**config.mk**
```make
export PLATFORM = sky130hd
export DESIGN_NAME = pwl_act_pipe
export DESIGN_NICKNAME = d
export VERILOG_FILES = /design/src/rtl/pwl_pkg.sv /design/src/rtl/pwl_seg_select.sv /design/src/rtl/pwl_act_pipe.sv
export SDC_FILE = /design/constraint.sdc
export NUM_CORES = 2
export LEC_CHECK = 0
export BUFFER_PORTS_ARGS = -buffer_cell sky130_fd_sc_hd__buf_2
export CORE_ASPECT_RATIO = 0.75
export CORE_MARGIN = 2
export CORE_UTILIZATION = 30
export DETAILED_ROUTE_END_ITERATION = 6
export GPL_ROUTABILITY_DRIVEN = 0
export PLACE_DENSITY_LB_ADDON = 0.25
export SYNTH_ARGS = -nofsm -noshare
export SYNTH_HDL_FRONTEND = slang
export SYNTH_SLANG_ARGS = --single-unit
```
**constraint.sdc**
```tcl
create_clock -name clk -period 20.9 [get_ports clk]
set_input_delay 1.045 -clock clk [delete_from_list [all_inputs] [get_ports clk]]
set_output_delay 1.045 -clock clk [all_outputs]
set_load 0.02 [all_outputs]
```
**src/rtl/pwl_pkg.sv**
```systemverilog
// Shared types and helpers for the piecewise-linear activation pipeline.
// Mode encodings, segment entry layout at default widths, and saturation helpers.
package pwl_pkg;

  localparam int PWL_DATA_W = 16;
  localparam int PWL_COEF_W = 16;

  typedef enum logic [1:0] {
    PWL_PLAIN = 2'd0,
    PWL_ODD   = 2'd1,
    PWL_SIG   = 2'd2,
    PWL_RSVD  = 2'd3
  } pwl_mode_e;

  typedef struct packed {
    logic signed [PWL_DATA_W-1:0] bkpt;
    logic signed [PWL_COEF_W-1:0] slope;
    logic signed [PWL_DATA_W-1:0] bias;
  } pwl_seg_t;

  // Clamp a wide signed value into the range of a w-bit signed number.
  function automatic logic signed [63:0] pwl_sat(input logic signed [63:0] v, input int w);
    logic signed [63:0] hi;
    logic signed [63:0] lo;
    hi = (64'sd1 <<< (w - 1)) - 64'sd1;
    lo = -hi - 64'sd1;
    if (v > hi) return hi;
    if (v < lo) return lo;
    return v;
  endfunction

endpackage

```
**src/rtl/pwl_seg_select.sv**
```systemverilog
// Comparator bank plus priority encoder: picks the highest segment whose
// lower breakpoint is <= xe, falling back to segment 0.
module pwl_seg_select
  import pwl_pkg::*;
#(
  parameter int DATA_W = 16,
  parameter int SEG_N  = 16
) (
  input  logic signed [DATA_W-1:0]             xe,
  input  logic        [SEG_N-1:0][DATA_W-1:0]  bkpt_vec,
  output logic        [$clog2(SEG_N)-1:0]      idx
);

  localparam int IDX_W = $clog2(SEG_N);

  always_comb begin
    idx = '0;
    for (int i = 0; i < SEG_N; i++) begin
      if (xe >= $signed(bkpt_vec[i])) idx = IDX_W'(i);
    end
  end

endmodule

```
**src/rtl/pwl_act_pipe.sv**
```systemverilog
// Three-stage pipelined piecewise-linear activation with a programmable segment
// table, per-sample symmetry mode and a global-stall valid/ready handshake.
module pwl_act_pipe
  import pwl_pkg::*;
#(
  parameter int DATA_W = PWL_DATA_W,
  parameter int FRAC_W = 8,
  parameter int COEF_W = PWL_COEF_W,
  parameter int SEG_N  = 16
) (
  input  logic                         clk,
  input  logic                         rst,
  input  logic                         in_valid,
  output logic                         in_ready,
  input  logic signed [DATA_W-1:0]     in_x,
  input  logic        [1:0]            in_mode,
  output logic                         out_valid,
  input  logic                         out_ready,
  output logic signed [DATA_W-1:0]     out_y,
  output logic                         out_sat,
  input  logic                         cfg_we,
  input  logic [$clog2(SEG_N)-1:0]     cfg_addr,
  input  logic signed [DATA_W-1:0]     cfg_bkpt,
  input  logic signed [COEF_W-1:0]     cfg_slope,
  input  logic signed [DATA_W-1:0]     cfg_bias
);

  localparam int IDX_W = $clog2(SEG_N);
  localparam int PW    = DATA_W + 1 + COEF_W;
  localparam int SW    = PW + 1;
  localparam logic signed [DATA_W-1:0] X_MIN = {1'b1, {(DATA_W-1){1'b0}}};
  localparam logic signed [DATA_W-1:0] X_MAX = {1'b0, {(DATA_W-1){1'b1}}};

  typedef struct packed {
    logic signed [DATA_W-1:0] bkpt;
    logic signed [COEF_W-1:0] slope;
    logic signed [DATA_W-1:0] bias;
  } seg_t;

  seg_t tbl_q [SEG_N];
  seg_t tbl_d [SEG_N];

  logic                      s1_valid_q, s1_valid_d;
  logic signed [DATA_W-1:0]  s1_xe_q, s1_xe_d;
  seg_t                      s1_seg_q, s1_seg_d;
  pwl_mode_e                 s1_mode_q, s1_mode_d;
  logic                      s1_neg_q, s1_neg_d;

  logic                      s2_valid_q, s2_valid_d;
  logic signed [PW-1:0]      s2_p_q, s2_p_d;
  logic signed [DATA_W-1:0]  s2_bias_q, s2_bias_d;
  pwl_mode_e                 s2_mode_q, s2_mode_d;
  logic                      s2_neg_q, s2_neg_d;

  logic                      out_valid_q, out_valid_d;
  logic signed [DATA_W-1:0]  out_y_q, out_y_d;
  logic                      out_sat_q, out_sat_d;

  logic stall;
  assign stall     = out_valid_q & ~out_ready;
  assign in_ready  = ~stall;
  assign out_valid = out_valid_q;
  assign out_y     = out_y_q;
  assign out_sat   = out_sat_q;

  // Stage 1: fold input for symmetric modes and look up its segment.
  pwl_mode_e                        mode_in;
  logic                             sym;
  logic signed [DATA_W-1:0]         xe;
  logic [SEG_N-1:0][DATA_W-1:0]     bkpt_vec;
  logic [IDX_W-1:0]                 sel_idx;
  seg_t                             sel_seg;

  always_comb begin
    mode_in = PWL_PLAIN;
    if (in_mode == PWL_ODD || in_mode == PWL_SIG) mode_in = pwl_mode_e'(in_mode);
    sym = (mode_in != PWL_PLAIN);
    xe  = in_x;
    if (sym) begin
      if (in_x == X_MIN)      xe = X_MAX;
      else if (in_x[DATA_W-1]) xe = -in_x;
    end
    for (int i = 0; i < SEG_N; i++) bkpt_vec[i] = tbl_q[i].bkpt;
  end

  pwl_seg_select #(
    .DATA_W (DATA_W),
    .SEG_N  (SEG_N)
  ) u_seg_select (
    .xe       (xe),
    .bkpt_vec (bkpt_vec),
    .idx      (sel_idx)
  );

  assign sel_seg = tbl_q[sel_idx];

  // Stage 2: offset from breakpoint times slope, floor-scaled back to FRAC_W.
  logic signed [DATA_W:0]  d;
  logic signed [PW-1:0]    d_ext;
  logic signed [PW-1:0]    slope_ext;
  logic signed [PW-1:0]    prod;
  logic signed [PW-1:0]    p_sh;

  always_comb begin
    d         = {s1_xe_q[DATA_W-1], s1_xe_q} - {s1_seg_q.bkpt[DATA_W-1], s1_seg_q.bkpt};
    d_ext     = {{COEF_W{d[DATA_W]}}, d};
    slope_ext = {{(DATA_W+1){s1_seg_q.slope[COEF_W-1]}}, s1_seg_q.slope};
    prod      = d_ext * slope_ext;
    p_sh      = prod >>> FRAC_W;
  end

  // Stage 3: add bias, saturate, apply symmetry, saturate again.
  logic signed [SW-1:0]      sum;
  logic signed [63:0]        sum64, s64, s_ext, t64, y64;
  logic signed [DATA_W-1:0]  s_w;
  logic                      clip1, clip2;

  always_comb begin
    sum   = {s2_p_q[PW-1], s2_p_q} + {{(SW-DATA_W){s2_bias_q[DATA_W-1]}}, s2_bias_q};
    sum64 = {{(64-SW){sum[SW-1]}}, sum};
    s64   = pwl_sat(sum64, DATA_W);
    clip1 = (s64 != sum64);
    s_w   = s64[DATA_W-1:0];
    s_ext = {{(64-DATA_W){s_w[DATA_W-1]}}, s_w};
    t64   = s_ext;
    if (s2_neg_q && s2_mode_q == PWL_ODD) t64 = -s_ext;
    if (s2_neg_q && s2_mode_q == PWL_SIG) t64 = (64'sd1 <<< FRAC_W) - s_ext;
    y64   = pwl_sat(t64, DATA_W);
    clip2 = (y64 != t64);
  end

  always_comb begin
    tbl_d       = tbl_q;
    s1_valid_d  = s1_valid_q;
    s1_xe_d     = s1_xe_q;
    s1_seg_d    = s1_seg_q;
    s1_mode_d   = s1_mode_q;
    s1_neg_d    = s1_neg_q;
    s2_valid_d  = s2_valid_q;
    s2_p_d      = s2_p_q;
    s2_bias_d   = s2_bias_q;
    s2_mode_d   = s2_mode_q;
    s2_neg_d    = s2_neg_q;
    out_valid_d = out_valid_q;
    out_y_d     = out_y_q;
    out_sat_d   = out_sat_q;

    // Table writes ignore stall; the current-cycle lookup still sees old contents.
    if (cfg_we) begin
      tbl_d[cfg_addr].bkpt  = cfg_bkpt;
      tbl_d[cfg_addr].slope = cfg_slope;
      tbl_d[cfg_addr].bias  = cfg_bias;
    end

    if (!stall) begin
      s1_valid_d  = in_valid;
      s1_xe_d     = xe;
      s1_seg_d    = sel_seg;
      s1_mode_d   = mode_in;
      s1_neg_d    = sym & in_x[DATA_W-1];
      s2_valid_d  = s1_valid_q;
      s2_p_d      = p_sh;
      s2_bias_d   = s1_seg_q.bias;
      s2_mode_d   = s1_mode_q;
      s2_neg_d    = s1_neg_q;
      out_valid_d = s2_valid_q;
      out_y_d     = y64[DATA_W-1:0];
      out_sat_d   = clip1 | clip2;
    end
  end

  always_ff @(posedge clk) begin
    if (rst) begin
      for (int i = 0; i < SEG_N; i++) tbl_q[i] <= '0;
      s1_valid_q  <= 1'b0;
      s1_xe_q     <= '0;
      s1_seg_q    <= '0;
      s1_mode_q   <= PWL_PLAIN;
      s1_neg_q    <= 1'b0;
      s2_valid_q  <= 1'b0;
      s2_p_q      <= '0;
      s2_bias_q   <= '0;
      s2_mode_q   <= PWL_PLAIN;
      s2_neg_q    <= 1'b0;
      out_valid_q <= 1'b0;
      out_y_q     <= '0;
      out_sat_q   <= 1'b0;
    end else begin
      tbl_q       <= tbl_d;
      s1_valid_q  <= s1_valid_d;
      s1_xe_q     <= s1_xe_d;
      s1_seg_q    <= s1_seg_d;
      s1_mode_q   <= s1_mode_d;
      s1_neg_q    <= s1_neg_d;
      s2_valid_q  <= s2_valid_d;
      s2_p_q      <= s2_p_d;
      s2_bias_q   <= s2_bias_d;
      s2_mode_q   <= s2_mode_d;
      s2_neg_q    <= s2_neg_d;
      out_valid_q <= out_valid_d;
      out_y_q     <= out_y_d;
      out_sat_q   <= out_sat_d;
    end
  end

endmodule

```
; After elaboration in Yosys (flattened, before gate mapping)
; Index checks and enable logic that the tools add are counted.
; Widths: inputs -> output; s select.
[word_totals]
regBits = 899
latch_bits = 0
ram_bits = 0
romBits = 0
in_bits = 75
output_inout_bits = 19
elab_cells = 157
n_memories = 0
[classes]
n_addsub = 5
multipliers = 1
div = 0
order_cmp = 22
eq_ne = 7
shift = 0
muxes = 47
bitwise_logic = 7
n_reduce_logical = 5
[ops]
columns = op, n
row1 = $bwmux 768, 3
row2 = $mux 64, 10
row3 = $demux 48 s4, 3
row4 = $ge 16x16->1, 15
row5 = $bmux 48 s4, 1
row6 = $mux 48, 3
row7 = $gt 64x16->1 const B, 1
row8 = $lt 64x16->1 const B, 1
row9 = $mux 16, 4
row10 = $ne 64x26->1, 1
row11 = $ne 64x64->1, 1
row12 = $neg 16->64, 1
row13 = $mul 17x16->33, 1
row14 = $mux 32, 1
row15 = $mux 4, 8
row16 = $add 25x16->26, 1
row17 = $gt 26x16->1 const B, 1
row18 = $lt 26x16->1 const B, 1
row19 = $sub 10x16->17 const A, 1
row20 = $sub 16x16->17, 1
row21 = $eq 16x16->1 const B, 1
row22 = $neg 16->16, 1
row23 = $mux 3, 4
row24 = $ge 5x5->1 const B, 2
row25 = 12 further kinds, 27

; Depth between registers and ports, before layout
[logic_depth]
depth_word = 25
ltp_mapped = 40
depth_no_buf = 39

; Modules after synthesis
; From an unflattened synthesis, not the netlist that was laid out.
[unflattened]
hier_cells = 7092
area_unflattened_um2 = 58239.6
[modules_own_cells]
columns = module, n_inst, cells_per_inst, area_per_inst_um2, seq_area_each_um2
row1 = pwl_act_pipe, 1, 6225, 51966.1, 17997.3
row2 = pwl_seg_select, 1, 867, 6273.5, 0.0

; Least setup slack after synthesis
; OpenSTA, ideal clock, no wires.
[synth_timing]
path_type = register -> register
startpoint = register s2_p_q[0]
endpoint = register out_y_q[13], in the netlist out_y[13]
setup_ns = 0.079
arrival_time_ns = 8.420
required_ns = 20.821
slack_ns = 12.401
stages_incl_launch_ff = 36
path_buffers = 5
period_less_slack_ns = 8.499
cell_sequence = dfxtp_1 ha_1 inv_1 fa_1 nor2b_1 o21ai_2 and3_1 or4_1 and3_2 or2_2 nor4_1 and3_1 nand4_1 ha_1 clkbuf_1 clkbuf_8 clkbuf_1 nor2_1 nor2_1 ha_1 o21ai_0 a211o_1 nor3_1 clkbuf_1 nand3_1 ha_1 or4b_2 nor4_1 o2111a_1 o211a_1 nand2_1 ha_1 inv_1 dlygate4sd3_1 o21ai_0 a211oi_2
[synth_via]
elab_chain_cells = 14
elab_cells_between_ends = 21
classes_between = 3 x add/sub / 4 x order compare / 14 x mux
[synth_lines]
columns = item, line_no
row1 = "start, declared", pwl_act_pipe.sv:50  ; logic signed [PW-1:0] s2_p_q, s2_p_d;
row2 = "start signal, assigned", pwl_act_pipe.sv:196  ; s2_p_q <= s2_p_d;
row3 = $add 25x16->26 *, pwl_act_pipe.sv:119  ; sum = {s2_p_q[PW-1], s2_p_q} + {{(SW-DATA_W){s2_bias_q[DATA_W-1]}}, s2_bias_q};
row4 = $lt 26x16->1, pwl_pkg.sv:28  ; if (v < lo) return lo;
row5 = $mux 1 (2 in series), pwl_pkg.sv:28
row6 = $mux 64, pwl_pkg.sv:29  ; return v;
row7 = $mux 64 *, pwl_pkg.sv:28
row8 = $neg 16->64, pwl_act_pipe.sv:126  ; if (s2_neg_q && s2_mode_q == PWL_ODD) t64 = -s_ext;
row9 = $mux 64, pwl_act_pipe.sv:126
row10 = $mux 64 *, pwl_act_pipe.sv:127  ; if (s2_neg_q && s2_mode_q == PWL_SIG) t64 = (64'sd1 <<< FRAC_W) - s_ext;
row11 = $lt 64x16->1, pwl_pkg.sv:28
row12 = $mux 1 (2 in series), pwl_pkg.sv:28
row13 = $mux 64, pwl_pkg.sv:29
row14 = $mux 64 *, pwl_pkg.sv:28
row15 = "end signal, assigned", pwl_act_pipe.sv:201  ; out_y_q <= out_y_d;
row16 = "end, declared", pwl_act_pipe.sv:56  ; logic signed [DATA_W-1:0] out_y_q, out_y_d;
; Every way passes the cells marked *; elsewhere a longest branch is shown, timed or not. The select of a mux whose other input is x is not followed.
; A chain may end at the register's enable or synchronous reset.

; Final worst setup path
[layout_timing]
startpoint = register s1_seg_q[32] (netlist bit)
endpoint = register s2_p_q[22]
[layout_via]
elab_chain_cells = 2
[layout_lines]
columns = item, line_no
row1 = "start, declared", pwl_act_pipe.sv:45  ; seg_t s1_seg_q, s1_seg_d;
row2 = "start signal, assigned", pwl_act_pipe.sv:192  ; s1_seg_q <= s1_seg_d;
row3 = $sub 16x16->17, pwl_act_pipe.sv:105  ; d = {s1_xe_q[DATA_W-1], s1_xe_q} - {s1_seg_q.bkpt[DATA_W-1], s1_seg_q.bkpt};
row4 = $mul 17x16->33, pwl_act_pipe.sv:108  ; prod = d_ext * slope_ext;
; Every way passes these cells.

==> impl_metrics.csv <==
group,metric,value,unit
clocking,clk-insertion-delay-late,0.75,ns
pwr,comb_power_share,23.5,%
pwr,leakagePower,22.58,nW
clocking,cts.repair.resized,0,
layout,syn_to_final_growth,9.869,%
layout,layout-drive-gt1-share,7.033,%
setup_path,crit_top_cell,"fa_1",
logic_synthesis,syn_nets,8192,
logic_synthesis,syn_area,0.05790,mm2
route,via_per_inst,5.228,
setup_path,cp_num_buf_inv,4,
grt,first_global_vias,49352,
worst_hold_path,hp-class,"register to register",
timing,rsz0062_at_grt,"false",
setup_path,cp.arrival,10.16,ns
pwr,switching_share,32.71,%
timing,fmax,0.1051,GHz
timing,drv_slew,0,
setup_path,crit_path_start_kind,"register",
pwr,vdd_drop_max,0.00006247,V
grt,grt_max_degree,228,
grt,antenna_found_initial,19,
pwr,p_int,3.155,mW
clocking,cts_buffers,94,
timing,tns,0,ns
timing,worst_pin_slew,1.235,ns
route,ant_nets,0,
setup_path,crit_fanout,16,
setup_path,critical_path_required,21.55,ns
clocking,cts_root_buf,"clkbuf_16",
layout,utilization,33.19,%
grt,grt-ovfl-total,0,
floorplanning,start_util,30.21,%
floorplanning,fp.dieH,384.5,um
logic_synthesis,yosysTopAreaCell,"dfxtp_1",
floorplanning,core_area,0.1917,mm2
setup_path,critPathSlowestCell,"o31a_1",
floorplanning,die_w,511.3,um
timing,min_period,9.515,ns
pwr,power.share.clock,38.2,%
grt,grt_usage,21.04,%
route,wl,212100,um
logic_synthesis,syn_inst,7456,
clocking,cts_buffer_depth,3,
timing,finClkSkew,0.05796,ns
route,vias,51285,
setup_path,cp-end-kind,"register",
route,wl_per_cell,21.62,um
timing,max_slew_margin,15.56,%
job,cap_violations,0,
layout,final_nets,7925,
floorplanning,fp.dieArea,0.1966,mm2
clocking,clk_pin_slew,0.06,ns
setup_path,cp_slowest_stage_delay,0.63,ns
outcome,outcome,"finished, final reports clean",
logic_synthesis,synth-edff-count,0,
logic_synthesis,syn_avg_cell_area,7.766,um2
setup_path,critical_path_class,"register to register",
route,drtIter0Drc,4801,
pwr,seqPwrFrac,38.3,%
clocking,cts_hold_buf,0,
logic_synthesis,ys_warn_count,0,
logic_synthesis,synth-seq-cells,899,
logic_synthesis,synth_flop_cell,"dfxtp_1",
route,drcViolationCount,0,
pwr,power.switching,1.534,mW
floorplanning,ios,94,
floorplanning,rows,139,
setup_path,critical_path.top_delay_family,"compound AO/OA/AOI/OAI gates",
placed_design,dp.final_hpwl,137100,um
clocking,cts_tree,"yes",
clocking,h-tree-depth,3,
route,dr.pass1.iters,5,
grt,grt_pass1_wl,318300,um
timing,setup_violations,0,
clocking,cts_sinks,899,
logic_synthesis,synthTopCellsByArea,"dfxtp_1 (31%), nand2_1 (12%), fa_1 (9.6%)",
logic_synthesis,synth.distinct_cells,100,
placed_design,portBuffers,93,
timing,period_share,45.52,%
clocking,post_cts_buffers,0,
pwr,power.density,73.70,mW/mm2
logic_synthesis,seq_area_frac_synth,31.08,%
logic_synthesis,async_flop_share,0,%
logic_synthesis,synth_top_area_share,31.08,%
timing,hold_violations,0,
worst register-to-register path, delay by kind of cell (launching register included):
kind / cells / cell delay (ns)
adders and majority gates: 9 / 4.03
and+or+nand+nor: 2 / 0.30
AOI/OAI and AO/OA: 20 / 4.53
buffers and inverters: 4 / 0.22
DFF: 1 / 0.36
path summary, 6_finish.rpt:
| path | start | end | slack, ns | depth (start not counted) |
|---|---|---|---|---|
| max | s1_seg_q[32]$_SDFFE_PP0N_ | s2_p_q[22]$_SDFFE_PP0N_ | 11.39 | 35 |
| min | tbl_q[389]$_SDFFE_PP0P_ | tbl_q[389]$_SDFFE_PP0P_ | 0.45 | 2 |
| max reg2reg | s1_seg_q[32]$_SDFFE_PP0N_ | s2_p_q[22]$_SDFFE_PP0N_ | 11.39 | 35 |
| min reg2reg | tbl_q[389]$_SDFFE_PP0P_ | tbl_q[389]$_SDFFE_PP0P_ | 0.45 | 2 |
cells in the final DEF (no fill, tap or decap), types with 18 or more instances in the layout:
cell	Yosys	final
nor3_1	54	50
mux2i_1	294	294
xnor2_1	43	43
a31oi_1	20	20
a21oi_1	965	964
dfxtp_1	899	899
mux2_2	37	37
o21ai_0	94	92
a21o_1	61	61
o211ai_1	24	24
inv_1	608	607
ha_1	384	384
a2111oi_0	57	57
nor4_1	28	28
nor2b_1	48	47
nand2b_1	45	45
xor2_1	23	22
o21a_1	33	33
nand2_1	1902	1889
clkbuf_16	0	94
buf_2	25	92
and3_1	22	22
a211oi_1	54	53
nand4_1	46	46
fa_1	277	277
clkbuf_8	7	28
buf_4	1	89
o22ai_1	109	109
a311oi_1	18	18
nand3_1	71	64
nor2_1	350	336
and2_1	86	86
cell families (layout without fill, tap and decap cells):
logic type	after synthesis	in the layout	share of synthesized area, %
compound gates	1601	1601	16.66
buf+inv	1157	967	7.755
mux	331	331	5.802
other cells	0	5	0
flops	899	899	31.08
fa+ha+maj	662	662	17.89
simple gates	2740	2740	19.81
xor+xnor	66	66	0.9983
power by group through the flow:
stage	logic [mW]	registers [mW]	clock network, mW
2_1_floorplan	0.744	1.84	0
3_3_place_gp	1.07	1.83	0
3_5_place_dp	1.09	1.83	0
4_1_cts	1.09	1.80	1.82
5_1_grt	1.21	1.80	1.89
6_report	1.10	1.80	1.79
registers in the layout (all words and copies together), names as in the netlist, 2 cells and up:
name / cells
s2_p_q: 25
s1_xe_q: 16
s2_bias_q: 16
tbl_q: 512
s1_mode_q: 2
bkpt_vec: 256
s2_mode_q: 2
out_y: 16
s1_seg_q: 48
metrics by stage:
step | setup WS (ns) | area, um2 | power [mW] | hold slack [ns] | cells
floorplan | 12.40 | 57900 | 2.582 | 0.4321 | 7456
global placement | 11.67 | 60330 | 2.905 | 0.4379 | 9631
detailed placement | 11.54 | 60330 | 2.921 | 0.4439 | 9631
CTS | 11.47 | 63600 | 4.709 | 0.4533 | 9804
global route | 10.56 | 63610 | 4.894 | 0.4676 | 9808
finish | 11.39 | 63620 | 4.689 | 0.4527 | 9809
cell usage after synthesis, types with 46 or more instances:
| cell type | number |
|---|---|
| a2111oi_0 | 57 |
| a211oi_1 | 54 |
| a21o_1 | 61 |
| a21oi_1 | 965 |
| and2_1 | 86 |
| clkbuf_1 | 485 |
| dfxtp_1 | 899 |
| fa_1 | 277 |
| ha_1 | 384 |
| inv_1 | 608 |
| mux2i_1 | 294 |
| nand2_1 | 1902 |
| nand3_1 | 71 |
| nand4_1 | 46 |
| nor2_1 | 350 |
| nor2b_1 | 48 |
| nor3_1 | 54 |
| o21ai_0 | 94 |
| o22ai_1 | 109 |
cell type report:
type                       instances  area [um2]
sequential                       899       18000
tap                             2538        3176
clock inverter                    37       486.7
inverter                         608        2287
fill                           20242      128000
timing repair buffer             186        1224
antenna                            5       12.51
multi-input combinational       5400       35640
clock buffer                     136        2790
per-layer routing:
layer,track usage (%),vias up,routed length [um]
met5,0,-,36
met4,5.451,6,5262
met3,3.506,298,16060
met2,32.26,1761,90420
met1,30.41,25015,100300
li1,-,24205,-
Note: power is estimated with default switching activity, not from simulation.
